File: src/rtl/output_backprop_seq.sv
// output_backprop_seq
//   Output-neuron weight updater for the training path. It holds N_HID signed
//   weights and, on start_i, applies one SGD step to every weight, one weight
//   per clock:
//     w[i] <= w[i] - ((2*(final-target)*h[i]) >>> LR_SHIFT)
//   It sits between the training sequencer and the forward-pass MAC, which
//   reads weights through the combinational read port.
//
//   Build option: define OBP_SAT_EN to clamp each updated weight to the signed
//   WW-bit range and report clamping on sat_o. Without it, results wrap to the
//   low WW bits and sat_o is tied low.
//
// Ports
//   clk_i      clock, rising edge
//   rst_i      asynchronous reset, active low
//   clr_i      synchronous clear: zero all weights, abort any step
//   start_i    begin one update step (accepted only in IDLE)
//   target_i   training target (unsigned, TW bits)
//   final_i    forward-pass output (unsigned, FW bits)
//   hid_i      packed hidden values, h[i] = hid_i[i*HW +: HW]
//   wr_en_i    weight load strobe (honoured only in IDLE)
//   wr_idx_i   weight load index
//   wr_data_i  weight load value
//   rd_idx_i   weight read index
//   w_rd_o     w[rd_idx_i], or 0 when the index is out of range
//   busy_o     high while a step is in progress (CALC/UPD/DONE)
//   done_o     one-cycle pulse when a step completes
//   sat_o      sticky per step: some update clamped
//
// State    | meaning
// ---------+-----------------------------------------------------------
// S_IDLE   | waiting; weight loads accepted; start_i latches operands
// S_CALC   | register err = final - target
// S_UPD    | update w[idx], idx runs 0..N_HID-1
// S_DONE   | last weight written; done_o pulses on the way back to IDLE

module output_backprop_seq #(
  parameter int N_HID    = 4,
  parameter int TW       = 4,
  parameter int FW       = 8,
  parameter int HW       = 10,
  parameter int WW       = 8,
  parameter int LR_SHIFT = 4,
  localparam int IW      = (N_HID > 1) ? $clog2(N_HID) : 1
) (
  input  logic              clk_i,
  input  logic              rst_i,
  input  logic              clr_i,
  input  logic              start_i,
  input  logic [TW-1:0]     target_i,
  input  logic [FW-1:0]     final_i,
  input  logic [N_HID*HW-1:0] hid_i,
  input  logic              wr_en_i,
  input  logic [IW-1:0]     wr_idx_i,
  input  logic [WW-1:0]     wr_data_i,
  input  logic [IW-1:0]     rd_idx_i,
  output logic [WW-1:0]     w_rd_o,
  output logic              busy_o,
  output logic              done_o,
  output logic              sat_o
);

  // err needs one bit over the wider operand; the product carries the error,
  // the zero-extended hidden value and the factor of two without overflow.
  localparam int EW = ((TW > FW) ? TW : FW) + 1;
  localparam int PW = EW + HW + 2;
  localparam int SW = ((PW > WW) ? PW : WW) + 1;

  typedef enum logic [1:0] {S_IDLE, S_CALC, S_UPD, S_DONE} state_t;

  state_t               state;
  logic signed [WW-1:0] w    [N_HID];
  logic [HW-1:0]        h_q  [N_HID];
  logic [TW-1:0]        target_q;
  logic [FW-1:0]        final_q;
  logic signed [EW-1:0] err;
  logic [IW-1:0]        idx;
  logic                 done;

  logic [HW-1:0]        h_cur;
  logic signed [WW-1:0] w_cur;
  logic signed [PW-1:0] err_x;
  logic signed [PW-1:0] h_x;
  logic signed [PW-1:0] prod;
  logic signed [PW-1:0] delta;
  logic signed [SW-1:0] sum;
  logic [WW-1:0]        w_new;

`ifdef OBP_SAT_EN
  localparam logic signed [SW-1:0] W_MAX = {{(SW-WW+1){1'b0}}, {(WW-1){1'b1}}};
  localparam logic signed [SW-1:0] W_MIN = {{(SW-WW+1){1'b1}}, {(WW-1){1'b0}}};
  logic clamp;
  logic sat;
`else
  logic unused_sum_bits;
`endif

  // Update datapath for the weight currently addressed by idx.
  always_comb begin
    h_cur = h_q[idx];
    w_cur = w[idx];
    err_x = PW'(err);
    h_x   = PW'({1'b0, h_cur});
    prod  = (err_x * h_x) <<< 1;
    delta = prod >>> LR_SHIFT;          // floors toward -inf
    sum   = SW'(w_cur) - SW'(delta);
    w_new = sum[WW-1:0];
`ifdef OBP_SAT_EN
    clamp = 1'b0;
    if (sum > W_MAX) begin
      w_new = W_MAX[WW-1:0];
      clamp = 1'b1;
    end else if (sum < W_MIN) begin
      w_new = W_MIN[WW-1:0];
      clamp = 1'b1;
    end
`endif
  end

`ifndef OBP_SAT_EN
  // Wrap mode discards the upper sum bits by design.
  assign unused_sum_bits = ^sum[SW-1:WW];
`endif

  always_ff @(posedge clk_i or negedge rst_i) begin
    if (!rst_i) begin
      state    <= S_IDLE;
      idx      <= '0;
      err      <= '0;
      target_q <= '0;
      final_q  <= '0;
      done     <= 1'b0;
      for (int i = 0; i < N_HID; i++) begin
        w[i]   <= '0;
        h_q[i] <= '0;
      end
`ifdef OBP_SAT_EN
      sat      <= 1'b0;
`endif
    end else if (clr_i) begin
      state <= S_IDLE;
      idx   <= '0;
      done  <= 1'b0;
      for (int i = 0; i < N_HID; i++) w[i] <= '0;
`ifdef OBP_SAT_EN
      sat   <= 1'b0;
`endif
    end else begin
      done <= 1'b0;
      case (state)
        S_IDLE: begin
          // A load in the same cycle as start lands first, so the step sees it.
          if (wr_en_i && (int'(wr_idx_i) < N_HID)) w[wr_idx_i] <= wr_data_i;
          if (start_i) begin
            target_q <= target_i;
            final_q  <= final_i;
            for (int i = 0; i < N_HID; i++) h_q[i] <= hid_i[i*HW +: HW];
`ifdef OBP_SAT_EN
            sat      <= 1'b0;
`endif
            state    <= S_CALC;
          end
        end
        S_CALC: begin
          err   <= $signed(EW'(final_q)) - $signed(EW'(target_q));
          idx   <= '0;
          state <= S_UPD;
        end
        S_UPD: begin
          w[idx] <= w_new;
`ifdef OBP_SAT_EN
          if (clamp) sat <= 1'b1;
`endif
          if (int'(idx) == N_HID - 1) begin
            idx   <= '0;
            state <= S_DONE;
          end else begin
            idx <= idx + 1'b1;
          end
        end
        S_DONE: begin
          done  <= 1'b1;
          state <= S_IDLE;
        end
        default: state <= S_IDLE;
      endcase
    end
  end

  assign w_rd_o = (int'(rd_idx_i) < N_HID) ? w[rd_idx_i] : '0;
  assign busy_o = (state != S_IDLE);
  assign done_o = done;
`ifdef OBP_SAT_EN
  assign sat_o  = sat;
`else
  assign sat_o  = 1'b0;
`endif

endmodule

File: config.mk
export PLATFORM = sky130hd
export DESIGN_NAME = output_backprop_seq
export DESIGN_NICKNAME = d
export VERILOG_FILES = /design/src/rtl/output_backprop_seq.sv
export SDC_FILE = /design/constraint.sdc
export NUM_CORES = 1
export LEC_CHECK = 0
export CORE_ASPECT_RATIO = 1.25
export CORE_MARGIN = 1.5
export CORE_UTILIZATION = 40
export CTS_CLUSTER_SIZE = 20
export DETAILED_ROUTE_END_ITERATION = 8
export GPL_TIMING_DRIVEN = 0
export MAX_ROUTING_LAYER = met4
export SYNTH_ARGS = -nofsm -noshare
export SYNTH_HDL_FRONTEND = slang
export SYNTH_SLANG_ARGS = --single-unit
File: constraint.sdc
create_clock -name clk_i -period 12.7 [get_ports clk_i]
set_clock_uncertainty 0.15 [all_clocks]
set_input_delay 1.27 -clock clk_i [delete_from_list [all_inputs] [get_ports clk_i]]
set_output_delay 1.27 -clock clk_i [all_outputs]
set_load 0.02 [all_outputs]
* After elaboration in Yosys (flattened, before gate mapping)
Index checks and enable logic that the tools add are counted.
** Storage, ports and cells
- Bits in registers :: 98
- Output and inout bits :: 11
- Logic and storage cells :: 71
** Cells by class
- Muxes and demuxes :: 27
- Equal/unequal tests :: 7
- Reductions and logical operators :: 10
- $add $sub $neg :: 3
- $mul :: 1
- Bitwise gates (word level) :: 4
- Order comparisons :: 5
** Operators by type and width (count)
- 32-bit bitwise mux :: 2
- 32-bit two-way mux :: 2
- 32-bit case mux with 2 select lines :: 1
- 8-bit two-way mux :: 6
- 8-bit binary-select mux with 2-bit select :: 2
- 8-bit demux with 2-bit select :: 2
- 10-bit binary-select mux with 2-bit select :: 1
- 10-bit two-way mux :: 2
- 9-bit by 11-bit multiplier with 11-bit output :: 1
- 2-bit two-way mux :: 5
- 3-bit >= comparator (second input constant) :: 3
- 3-bit != test (second input constant) :: 3
- 2-bit inverter with 3-bit output :: 3
- 8-bit by 4-bit subtractor with 9-bit output :: 1
- 2-bit case mux with 4 select lines :: 1
- 8-bit subtractor :: 1
- 3-bit by 1-bit less-than comparator with 1-bit output (second input constant) :: 2
- 2-bit AND reduction :: 3
- 3-bit nonzero test :: 2
- 2-bit by 1-bit == test with 1-bit output (second input constant) :: 2
- 2-bit == test (second input constant) :: 2
- 2-bit case mux with 2 select lines :: 1
- 3-bit AND reduction :: 1
- 2-bit by 1-bit adder with 2-bit output (second input constant) :: 1
- 5 further kinds :: 7

* Logic depth before layout (Yosys ltp)
Gate-level depths: netlist (run 1).
- Word-level depth :: 9
- Depth in mapped cells :: 24
- Depth with buffers taken out :: 22

* Worst setup path after synthesis (run 1)
OpenSTA, ideal clock, no wires.
- Path kind :: register to register
- Start :: reg idx[0]
- End :: reg w[7] (netlist name)
- Data arrival time :: 6.539 ns
- Data required time :: 12.485 ns
- Setup slack :: 5.947 ns
- Cell stages (with the launch flop) :: 21
- Path through :: dfrtp_1 -> buf_6 -> buf_1 -> mux4_2 -> nand2b_1 -> fa_1 -> fa_1 -> inv_1 -> fa_1 -> fa_1 -> fa_1 -> ha_1 -> or3_1 -> nand2_1 -> ha_1 -> or3_1 -> o21ai_0 -> a21oi_1 -> xnor3_1 -> o221ai_1 -> o21a_1
** On the way
- Word-level cells in the longest chain between the ends :: 9
** Ends and longest elaborated chain
- start, declared :: RTL line 77 : logic [IW-1:0] idx;
- start signal, assigned :: RTL line 178 : idx <= idx + 1'b1;
- 2-bit inverter with 3-bit output (not written as such) (*) :: RTL line 100, 101, 170
- 10-bit binary-select mux with 2-bit select :: RTL line 100 : h_cur = h_q[idx];
- 10-bit two-way mux (not written as such) (2 in series) :: RTL line 100
- 9-bit by 11-bit multiplier with 11-bit output :: RTL line 104 : prod = (err_x * h_x) <<< 1;
- 8-bit subtractor :: RTL line 106 : sum = SW'(w_cur) - SW'(delta);
- 32-bit bitwise mux (*) :: RTL line 170 : w[idx] <= w_new;
- 32-bit case mux with 2 select lines (*) :: RTL line 150 : case (state)
- 32-bit two-way mux (*) :: RTL line 140 : end else if (clr_i) begin
- end signal, assigned by index :: RTL line 170
- end, declared :: RTL line 72 : logic signed [WW-1:0] w [N_HID];
Mark *: on every way between the ends. The rest lies on a longest branch, timed or not. The select of a mux whose other input is x is not followed.
A chain may end at the register's enable or synchronous reset.

* Worst setup path in the final report (run 1)
Same ends and word-level chain as after synthesis.

==> results.md, run 1 <==
| Metric | Reported |
| --- | --- |
| Slew at the pin closest to its max-slew limit | 1.04 ns |
| Clock slew at the register clock pins of the worst setup and hold paths | 0.07 ns |
| Post-synth top flop | sky130_fd_sc_hd__dfrtp_1 |
| Setup repair after global routing missed its margin | no |
| Remaining routing DRC violations | 0 |
| WS Path Type | reg -> reg |
| Number of global-route vias before repair | 5189 |
| Final count of pins violating max slew | 0 |
| Count of input and output buffers | 76 |
| First-pass GRT wire length | 26600 µm |
| FF+latch count, synth | 98 |
| Gr ovfl total | 0 |
| Total routed wirelength | 16100 µm |
| Y dimension of the die | 148 µm |
| Final HPWL DP | 12300 µm |
| R2R cell count | 20 |
| Number of H-tree levels | 3 |
| Number of buffers inserted for hold repair after clock tree synthesis | 0 |
| Diodes inserted | 0 |
| Final estimated routing congestion in global placement | 0.859 |
| Post-synth net total | 716 |
| Post-Syn Area | 0.00671 mm² |
| Final layout net count | 804 |
| Critical Path Start | idx[0]$_DFFE_PN0P_ |
| Largest cells by area after synthesis | sky130_fd_sc_hd__dfrtp_1, sky130_fd_sc_hd__fa_1, sky130_fd_sc_hd__mux2_2 |
| Synth area leader | sky130_fd_sc_hd__dfrtp_1 |
| Clock tree from TritonCTS | built |
| Worst reg-to-reg setup slack | 5.18 ns |
| Num CTS Buffers | 9 |
| CTS root buf | sky130_fd_sc_hd__clkbuf_16 |
| Setup TNS | 0 ns |
| Mean number of vias per cell | 5.35 |
| Startpoint of the most critical register-to-register path | idx[0]$_DFFE_PN0P_ |
| Starting DRT DRC Count | 277 |
| Clock Latency Late Sink | 0.36 ns |
| Die W | 119 µm |
| Slew headroom | 30.6% |
| Core Util, Final | 49.4% |
| Setup violators final | 0 |
| Req. time, crit path | 12.84 ns |
| Maxcap violations | 0 |
| 1st-pass router iterations | 4 |
| Class of the tightest hold or removal check | reg -> reg |
| Mean post-synth cell area | 11.7 µm² |
| Result of the run | completed |
| Via count | 4714 |
| Routed length per instance | 18.3 µm |
| Count of placed standard cells in the final layout, fillers left out | 881 |
| Top-Level Pins | 80 |
| Number of instances in the placed design | 865 |
| Maximum number of buffers from clock root to sink | 2 |
| Overall global routing resource usage | 20.0% |
| Largest net degree at the start of global routing | 71 |
| Maximum achievable frequency | 0.133 GHz |
| Category of the worst setup path capture point | flop |
| Top fanout value on the critical path | 10 |
| Area share of the leading cell type in the synthesized netlist | 36.5% |
| Final hold violations | 0 |
| Yosys warnings | 0 |
| Setup fix buffers added after clock tree synthesis | 0 |
| Area growth from synthesis to final layout | 20.3% |
| Antenna violations before repair | 0 |
| Area enclosed by the die boundary | 0.0176 mm² |
| Layout cells sized above 1 | 15.0% |
| DRT antenna net count | 0 |
| Portion of the post-synthesis area used by sequential elements | 36.5% |
| Clock Sink Count | 98 |
| Cts repair resizes | 0 |
| Number of cell rows | 52 |
| Core box area | 0.0163 mm² |
| Final period util | 59.2% |
| Time the final worst path needs with I/O delays and setup | 7.52 ns |
| Synthesized netlist cell count | 572 |
| Share of synthesized registers carrying an async set or reset | 100% |
| Post-synth EDFFs | 0 |
| Critical path capture point | w[7]$_DFFE_PN0P_ |
| Number of distinct library cell variants in the gate-level netlist after synthesis | 38 |
| Initial cell density of the core | 41.1% |
| Critical Path Start Type | flop |
| Reg-to-reg critical path endpoint | w[7]$_DFFE_PN0P_ |
| Arr. time, crit path | 7.66 ns |
==> placed cells by master, fill, tap and decap left out, drive strengths merged <==
cell type	n
ha	40
buf	9
clkinv	2
xnor2	19
a31oi	1
o211ai	10
o41ai	1
mux4	26
nand2b	8
o221ai	22
clkbuf	28
nor3	4
nor2	14
xnor3	1
o21ai	14
clkdlybuf4s50	75
and2	24
inv	48
mux2i	1
a211o	5
bufinv	1
a21o	2
nand3b	1
o21a	32
a21boi	1
fa	35
nand2	56
conb	1
nor2b	9
a21oi	8
or3	5
xor2	11
or2	1
mux2	52
dfrtp	98
==> synthesized netlist by cell type, drive strengths merged, types with 2 or more instances <==
cell type  number
o211ai         10
mux4           26
and2           24
a21o            2
ha             40
fa             35
buf             7
dfrtp          98
mux2           52
xnor2          19
or3             5
clkbuf         17
nor2b           9
o21a           32
nor3            4
o221ai         22
a211o           5
a21oi           8
inv            46
nor2           14
nand2b          8
nand2          56
xor2           11
o21ai          14
==> sequential cells by signal, indices dropped and copies added, names as in the netlist <==
register and cells:
done_o 1, err 9, final_q 8, h_q 40, idx 2, state 2
target_q 4, w 32
==> final cells by class <==
| type | count | area [µm²] |
|---|---|---|
| Multi-Input combinational cell | 404 | 3990 |
| Tap cell | 216 | 270 |
| Buffer | 24 | 103 |
| Clock buffer | 11 | 243 |
| Timing Repair Buffer | 77 | 786 |
| Clock inverter | 5 | 61.3 |
| Inverter | 46 | 173 |
| Sequential cell | 98 | 2450 |
| Fill cell | 1509 | 8260 |
==> through the flow <==
step | setup slack, ns | hold WS (ns) | instance area, µm²
global placement | 5.19 | 0.331 | 7740
finish | 5.18 | 0.348 | 8070
CTS | 5.12 | 0.351 | 8070
detailed placement | 5.13 | 0.335 | 7770
global route | 4.76 | 0.372 | 8070
floorplan | 5.95 | 0.319 | 6710
==> worst min-delay path by stage <==
stage	start	endpoint	depth (start not counted)
2_1_floorplan	final_q[7]$_DFFE_PN0P_	err[8]$_DFFE_PN0P_	1
3_3_place_gp	h_q[8]$_DFFE_PN0P_	h_q[8]$_DFFE_PN0P_	1
3_5_place_dp	h_q[25]$_DFFE_PN0P_	h_q[25]$_DFFE_PN0P_	1
4_1_cts	h_q[25]$_DFFE_PN0P_	h_q[25]$_DFFE_PN0P_	1
5_1_grt	h_q[14]$_DFFE_PN0P_	h_q[14]$_DFFE_PN0P_	1
6_report	h_q[25]$_DFFE_PN0P_	h_q[25]$_DFFE_PN0P_	1
==> critical path, cell delays in order, from the launching register on <==
cell	delay, ns
sky130_fd_sc_hd__dfrtp_1	0.40
sky130_fd_sc_hd__buf_6	0.20
sky130_fd_sc_hd__buf_1	0.79
sky130_fd_sc_hd__mux4_2	0.72
sky130_fd_sc_hd__nand2b_1	0.22
sky130_fd_sc_hd__fa_1	0.51
sky130_fd_sc_hd__fa_1	0.55
sky130_fd_sc_hd__inv_1	0.06
sky130_fd_sc_hd__fa_1	0.50
sky130_fd_sc_hd__fa_1	0.58
sky130_fd_sc_hd__fa_1	0.43
sky130_fd_sc_hd__ha_1	0.33
sky130_fd_sc_hd__or3_1	0.37
sky130_fd_sc_hd__nand2_1	0.08
sky130_fd_sc_hd__ha_1	0.25
sky130_fd_sc_hd__or3_1	0.31
sky130_fd_sc_hd__o21ai_0	0.08
sky130_fd_sc_hd__a21oi_1	0.06
sky130_fd_sc_hd__xnor3_1	0.46
sky130_fd_sc_hd__o221ai_1	0.25
sky130_fd_sc_hd__o21a_1	0.16
==> layer usage <==
metal,vias up,global-route usage (%),share of wire [%]
li1,2188,-,-
met1,2401,25.0,43
met2,104,33.5,51
met3,21,2.74,3.8
met4,0,7.11,1.7
met5,-,-,0
==> kinds of logic (layout without fill, tap and decap cells) <==
family / Yosys count / count (layout) / share of synthesized area [%]
buffers and inverters: 70 / 163 / 4.10
xor gates and xnor gates: 31 / 31 / 4.47
muxes: 79 / 79 / 17.8
adders and majority gates: 75 / 75 / 17.9
DFF: 98 / 98 / 36.5
AOI/OAI and AO/OA: 96 / 96 / 10.4
and+or+nand+nor: 122 / 122 / 8.78
other: 1 / 1 / 0.0559
Power of run 1 is not shown: default switching activity piles up to over one toggle a cycle in this logic, so the estimate is an artifact.
==> inputs of run 2 (changes only) <==
==> constraint.sdc (replaced) <==
create_clock -name clk_i -period 6.6 [get_ports clk_i]
set_clock_uncertainty 0.15 [all_clocks]
set_input_delay 0.66 -clock clk_i [delete_from_list [all_inputs] [get_ports clk_i]]
set_output_delay 0.66 -clock clk_i [all_outputs]
set_load 0.02 [all_outputs]
==> run 2 against run 1 <==
Final cell count rose by 1.4%. Core utilization rose by 1.2 points. Non-clock buffer count rose by 11. Sequential share of layout area fell by 0.72 points. Cell area rose by 2.4%. Worst hold slack got worse by 0.26 ns. Via count rose by 1.4%. Count of clock-buffer cells in the layout fell by 2. Register-to-register slack got worse by 4.9 ns. First-iteration DRC count fell by 17%. Worst setup slack got worse by 4.9 ns.
==> results.md, run 2 (synthesized netlist as in run 1, its figures left out) <==
| Metric | Reported |
| --- | --- |
| Footprint of the flip-flops and latches | 0.00245 mm² |
| Cell repeated most along the worst path | sky130_fd_sc_hd__fa_1 |
| Class of the tightest hold or removal check | in -> async |
| Maximum number of buffers from clock root to sink | 2 |
| Initial cell density of the core | 41.1% |
| Combined area of the multi-input logic cells | 0.00404 mm² |
| Area growth from synthesis to final layout | 23.2% |
| Layout cells sized above 1 | 18.2% |
| Arr. time, crit path | 6.45 ns |
| Cell Chain, Critical Path | buf_12 > buf_6 > buf_4 > mux4_2 > nand2_2 > fa_1 > inv_1 > fa_1 > fa_1 > fa_1 > fa_1 > ha_1 > or3_1 > nand2_1 > ha_1 > or3_1 > o21ai_0 > a21oi_1 > xnor3_2 > o221ai_2 > o21a_1 |
| Remaining routing DRC violations | 0 |
| Top library cells by usage in the layout, fill and taps aside | sky130_fd_sc_hd__dfrtp_1, sky130_fd_sc_hd__clkdlybuf4s50_1, sky130_fd_sc_hd__nand2_1 |
| Slew at the pin closest to its max-slew limit | 0.784 ns |
| CP max stage cell | sky130_fd_sc_hd__fa_1 |
| Antenna violations before repair | 0 |
| Flip-flop count of the largest register after layout | 40 |
| Top fanout value on the critical path | 8 |
| Time the final worst path needs with I/O delays and setup | 6.32 ns |
| Met1 usage | 23.8% |
| Total routed wirelength | 16400 µm |
| Most flop-heavy register | h_q |
| Overall global routing resource usage | 19.6% |
| Number of cell rows | 52 |
| Critical Path Start Type | flop |
| Number of fill cells | 1460 |
| First-pass GRT wire length | 26000 µm |
| Met2 Resource Use GR | 33.9% |
| Number of H-tree levels | 3 |
| Maxcap violations | 0 |
| Core box area | 0.0163 mm² |
| Maximum achievable frequency | 0.158 GHz |
| Via count | 4779 |
| Gr ovfl total | 0 |
| Number of global-route vias before repair | 5061 |
| Most common cell after layout, fill and taps aside | sky130_fd_sc_hd__dfrtp_1 |
| Num CTS Buffers | 9 |
| Area enclosed by the die boundary | 0.0176 mm² |
| Final HPWL DP | 12400 µm |
| Clock slew at the register clock pins of the worst setup and hold paths | 0.07 ns |
| Y dimension of the die | 148 µm |
| Biggest cell delay along the critical path | 0.59 ns |
| Met3 usage | 2.62% |
| Category of the worst setup path capture point | flop |
| Mean number of vias per cell | 5.35 |
| Final hold violations | 0 |
| Result of the run | completed |
| Slew headroom | 47.7% |
| Largest registers | h_q x40, w x32, err x9 |
| Clock tree from TritonCTS | built |
| Diodes inserted | 0 |
| Routed length per instance | 18.4 µm |
| 1st-pass router iterations | 4 |
| Number of buffers inserted for hold repair after clock tree synthesis | 0 |
| Final layout net count | 816 |
| Setup violators final | 0 |
| DRT antenna net count | 0 |
| Top-Level Pins | 80 |
| Layer with the highest usage after global routing | met2 |
| WS Path Type | reg -> reg |
| Largest net degree at the start of global routing | 71 |
| Starting DRT DRC Count | 229 |
| Worst reg-to-reg setup slack | 0.28 ns |
| Placement Cell Area | 0.00777 mm² |
| Post-route standard cell area excluding fillers | 0.00827 mm² |
| Die W | 119 µm |
| Final estimated routing congestion in global placement | 0.858 |
| Count of input and output buffers | 76 |
| CTS root buf | sky130_fd_sc_hd__clkbuf_16 |
| Clock Latency Late Sink | 0.35 ns |
| Req. time, crit path | 6.74 ns |
| Final count of pins violating max slew | 0 |
| Clock Sink Count | 98 |
| Final period util | 95.7% |
| Core Util, Final | 50.6% |
==> run 2: metal layers <==
metal	share of wire, %	routed length, µm
met1	44	7150
met2	52	8550
met3	3.5	583
met4	0.91	150
met5	0	0
==> run 2: area by class of cell <==
class	count	area share, %
inverter	46	2.09
clock buffer	9	2.72
sequential	98	29.7
timing repair buffer	88	10.5
multi-input combinational	405	48.9
buffer	24	1.66
clock inverter	7	1.20
tap	216	3.27
==> run 2: final timing paths <==
path,cells after the start,start,to
setup / recovery,21,idx[0]$_DFFE_PN0P_,w[7]$_DFFE_PN0P_
hold / removal,1,rst_i,h_q[19]$_DFFE_PN0P_
setup reg to reg,21,idx[0]$_DFFE_PN0P_,w[7]$_DFFE_PN0P_
hold reg to reg,1,final_q[0]$_DFFE_PN0P_,final_q[0]$_DFFE_PN0P_
max in group asynchronous,2,rst_i,w[5]$_DFFE_PN0P_
min in group clk_i,1,final_q[0]$_DFFE_PN0P_,final_q[0]$_DFFE_PN0P_
==> run 2: repair_timing <==
action / 4_1_cts / 5_1_grt
resized for setup: 10 / 10
setup endpoints to repair: 12 / 4
gates cloned: 0 / 1
pin swaps: 1 / 4
setup buffers: 2 / 9
==> run 2: metrics by stage <==
step	setup WS, ns	setup TNS (ns)	cells	hold WS [ns]
CTS	0.0101	0	883	0.0925
floorplan	0.110	0	572	0.214
finish	0.282	0	893	0.0848
global placement	-0.619	-3.07	864	0.331
detailed placement	-0.643	-3.43	865	0.338
global route	-0.00470	-0.00470	893	0.109
==> run 2: worst max-delay path, delay by kind of cell (launching register included) <==
kind	cells	cell delay [ns]
xor gates and xnor gates	1	0.31
DFF	1	0.39
muxes	1	0.58
and+or+nand+nor	4	0.88
AOI/OAI and AO/OA	4	0.51
adders and majority gates	7	2.96
buffers and inverters	4	0.49
Power of run 2 is left out for the same reason.
==> inputs of run 3 (changes only) <==
--- a/config.mk
+++ b/config.mk
@@ -5,6 +5,7 @@
 export SDC_FILE = /design/constraint.sdc
 export NUM_CORES = 1
 export LEC_CHECK = 0
+export ABC_CLOCK_PERIOD_IN_PS = 6600
 export CORE_ASPECT_RATIO = 1.25
 export CORE_MARGIN = 1.5
 export CORE_UTILIZATION = 40
==> results of run 3 <==
The final DEF is identical to that of run 2; final timing and power are the same.
Power of run 3 is left out for the same reason.
==> patch 1 (settings of run 3) <==
Build with the macro `OBP_SAT_EN` defined.
--- a/src/rtl/output_backprop_seq.sv
+++ b/src/rtl/output_backprop_seq.sv
@@ -35,4 +35,6 @@
 // S_DONE   | last weight written; done_o pulses on the way back to IDLE
 
+`define OBP_SAT_EN
+
 module output_backprop_seq #(
   parameter int N_HID    = 4,
Formal check against the unedited RTL: not equivalent (Yosys sat finds a counterexample within 4 cycles, from zero or initial values and one cycle with rst_i low).
==> patch 1 against run 3 <==
The flow now finishes with violations (setup timing); count of clock-buffer cells in the layout unchanged; setup slack got worse by 1400 ps; sequential cell count up 1; sequential share of layout area down 8.1 points; non-clock buffer count is 38 higher; wire length increased by 41%; design area increased by 39%; area after synthesis up 35%; global-route usage increased by 1.5 points; largest cell class unchanged; highest routed layer unchanged.
Power is not shown: default switching activity piles up to over one toggle a cycle in this logic, so the estimate is an artifact.
==> patch 1: results (changes against run 3) <==
metric;value;unit;change
status;finished, violations left;;
violations;setup timing;;
n_antenna_cell;0;;unchanged
grt_remaining_overflow;0;;unchanged
worstHoldPathType;input port to asynchronous set/reset pin;;
cp_slowest_cell;mux4_2;;
yosys-top-cells-area;dfrtp_1, fa_1, ha_1, mux2_2, mux4_2;;
finalSetupViolations;33;;+33
drtPass1Iterations;5;;+1
slew_headroom;0.444;;-0.0327
grt_pass1_vias;7374;;+46%
worstSkewPairLatency;360;ps;
grt_util_all_layers;0.210;;+0.0146
cp.arrival;7800;ps;+1350 ps
wire_per_inst;17.8;µm;-3.4%
port_buffers;77;;+1.3%
fin_ws;-1080;ps;-1360 ps
drt-initial-drc-count;351;;+53%
numCtsBuffers;9;;unchanged
grt_pass1_wl;37.3;mm;+44%
drive_above_1_share;0.232;;+0.0507
crit_path_max_fanout;9;;+1
final_nets;1227;;+50%
synth_warnings;0;;unchanged
cts.htree.levels;3;;unchanged
synth_fa_ha_area_frac;0.246;;+0.0669
ys_seq_area_frac;0.273;;-0.0925
synthFlopType;dfrtp_1;;
synth.distinct_cells;68;;+79%
grt_max_degree;71;;unchanged
cts_max_path_buffers;2;;unchanged
cts-root-buf;clkbuf_16;;
clk_pin_slew;80;ps;
synth_common_cells;dfrtp_1, ha_1, inv_1, nand2_1, o21ai_0;;
dpl.hpwl;16.6;mm;+34%
synth_xor_area_frac;0.0298;;-0.0150
synth_compound_area_frac;0.141;;+0.0373
critPathMaxStageDelay;630;ps;+40 ps
path_delay_family;adder cells;;
place_congestion;0.886;;+3.3%
num_vias;7136;;+49%
async_reset_ff_frac;1.00;;unchanged
synthMuxAreaShare;0.132;;-0.0452
largestRegisters;h_q (40), w (32), err (9);;
antenna_found_initial;0;;unchanged
syn-num-nets;1099;;+53%
## patch 1: cell count changes after synthesis, moves of 22 or more
cell / delta
and2_1: +22
fa_1: +24
ha_1: +44
o21a_1: -24
o21ai_0: +46
inv_1: +37
o21ai_1: +24
nor2_1: +30
## patch 1: kinds of logic after synthesis
group / Yosys count
AOI/OAI and AO/OA: 194
buffers and inverters: 117
muxes: 81
and+or+nand+nor: 223
adders and majority gates: 143
xor gates and xnor gates: 30
DFF: 99
## patch 1: final cells by class
cell class	instances	area, µm²
sequential	99	2480
clock inverter	7	88.8
inverter	84	315
buffer	32	186
timing repair buffer	118	1210
fill	2070	10800
clock buffer	9	225
tap	283	354
multi-input combinational	671	6620
## patch 1: what timing repair did
item                                    in CTS  in global routing
endpoints found under the setup margin      33                 33
pin swaps                                   29                 42
buffers inserted                            26                 13
resized for setup                           57                 39
gates cloned                                 2                  0
## patch 1: through the flow
step	cell area [µm²]	instances	TNS, ps	setup slack (ps)	hold WS, ps
5_1_grt	11500	1303	-42920	-1390	109
2_1_floorplan	9160	887	-22610	-746	214
3_3_place_gp	10300	1247	-62520	-1990	332
4_1_cts	11200	1292	-32510	-1060	96.8
6_report	11500	1303	-32740	-1080	89.3
3_5_place_dp	10300	1248	-62020	-1970	340
## patch 1: routing by layer
layer | up-vias | track usage | wire, µm | share of wire
met3 | 25 | 0.0218 | 898 | 0.039
li1 | 3344 | - | - | -
met5 | - | - | 0 | 0
met1 | 3607 | 0.271 | 9980 | 0.43
met4 | 0 | 0.0602 | 338 | 0.015
met2 | 160 | 0.351 | 11900 | 0.52
## patch 1: worst reg2reg max path: cells and delay by family, from the launching register on
family | cells | cell delay [ps]
buffers and inverters | 7 | 820
AOI/OAI and AO/OA | 11 | 1850
adders and majority gates | 7 | 2900
xor gates and xnor gates | 1 | 180
and+or+nand+nor | 3 | 690
muxes | 1 | 640
DFF | 1 | 410
## patch 1: final timing paths
kind                                          start                  end  cells past startpoint
worst max-delay path             idx[0]$_DFFE_PN0P_    w[24]$_DFFE_PN0P_                     30
min in group clk_i              h_q[12]$_DFFE_PN0P_  h_q[12]$_DFFE_PN0P_                      1
worst min register to register  h_q[12]$_DFFE_PN0P_  h_q[12]$_DFFE_PN0P_                      1
worst max register to register   idx[0]$_DFFE_PN0P_    w[24]$_DFFE_PN0P_                     30
max in group asynchronous                     rst_i   err[3]$_DFFE_PN0P_                      2
worst min-delay path                          rst_i    w[16]$_DFFE_PN0P_                      1
==> patch 2 (flow settings as in run 3) <==
Without the edit above. Make the reset (`rst_i`) synchronous in one clocked block. Comments in the files are not updated.
--- a/src/rtl/output_backprop_seq.sv
+++ b/src/rtl/output_backprop_seq.sv
@@ -123,5 +123,5 @@
 `endif
 
-  always_ff @(posedge clk_i or negedge rst_i) begin
+  always_ff @(posedge clk_i) begin
     if (!rst_i) begin
       state    <= S_IDLE;
Function: changed (a bounded check fails within 4 cycles, from zero or initial values and one cycle with rst_i low; the reset may be asserted at any time).
==> patch 2 against run 3 <==
Final cell count decreased by 3.9%; synthesized cell count shrank 4.4%; sequential cell count is 2 higher; area after synthesis is 4.3% lower; critical path depth decreased by 2; setup slack worse by 8.8 ps; wire length decreased by 14%; count of clock-buffer cells in the layout grew 3; design area is 4.8% lower.
Power is left out: it rests on default switching activity, and per cell area and clock period it moved more than threefold.
==> patch 2: results (changes against run 3) <==
metric;value;unit;change
holdCritStartpoint;final_q[0]$_SDFFE_PN0P_;;
synth.distinct_cells;42;;+11%
grt_util_all_layers;0.184;;-0.0120
synth_cells;547;;-4.4%
synth_xor_area_frac;0.0438;;-0.000901
ff2ff_path_depth;19;;-9.5%
instances_no_fill;858;;-3.9%
synthFlopType;edfxtp_1;;
post_drt_via_cell_ratio;4.95;;-7.6%
met1Wirelength;5.96;mm;-17%
globalRouteMet1Util;0.219;;-0.0195
hold_slack;336;ps;+251 ps
placed_area;7450;µm²;-4.1%
place_congestion;0.850;;-0.96%
grt_pass1_wl;22.4;mm;-14%
status;completed;;
synthMuxAreaShare;0.112;;-0.0656
grt_use_met2;0.332;;-0.00706
placed_cells;835;;-3.5%
synth_fa_ha_area_frac;0.181;;+0.00224
dpl.hpwl;10.9;mm;-11%
n_antenna_cell;0;;unchanged
wl_met3;482;µm;-17%
regToRegEndpoint;w[1][7]$_SDFFCE_PN0P_;;
slew_headroom;0.424;;-0.0534
yosys-top-cells-area;edfxtp_1, fa_1, dfxtp_1, mux4_2, ha_1;;
cp_slowest_cell;mux4_2;;
fin_ws;274;ps;-8.80 ps
cp.arrival;6240;ps;-210 ps
syn-num-nets;688;;-3.9%
worstHoldPathType;register to register;;
grt_util_met3;0.0204;;-0.00583
grt_max_degree;46;;-35%
synth_compound_area_frac;0.0538;;-0.0504
routed-wl-met2;7.52;mm;-12%
ys_seq_area_frac;0.424;;+0.0586
drive_above_1_share;0.0867;;-0.0950
async_reset_ff_frac;0;;-1.00
crit_path_max_fanout;10;;+2
synth_edf_count;72;;+72
drt-initial-drc-count;221;;-3.5%
synth_common_cells;edfxtp_1, and2_1, nor2_1, nand2_1, inv_1;;
drt-total-wl;14.1;mm;-14%
[patch 2: kinds of logic after synthesis]
kind of cell               after synthesis
DFF                                    100
buffers and inverters                   68
xor gates and xnor gates                29
other                                    1
AOI/OAI and AO/OA                       52
and+or+nand+nor                        188
adders and majority gates               72
muxes                                   37
[patch 2: final cells by class]
cell class	count	area, µm²
Multi-Input combinational cell	379	3470
Fill cell	1423	7760
Clock buffer	12	236
Tap cell	212	265
Buffer	20	110
Clock inverter	4	75.1
Inverter	48	180
Sequential cell	100	2720
Timing Repair Buffer	83	817
[patch 2: what timing repair did]
item / 4_1_cts / 5_1_grt
gates cloned: 0 / 0
buffers inserted: 2 / 5
pin swaps: 0 / 1
setup endpoints to repair: 4 / 4
gates resized for setup: 5 / 7
hold endpoints to repair: 0 / 0
[patch 2: worst register-to-register path, delay by kind of cell, from the launching register on]
family          cells  cell delay [ps]
mux                 2              780
compound gates      3              440
simple gates        3              750
fa+ha+maj           7             3120
flops               1              330
xor+xnor            1              150
buf+inv             3              350
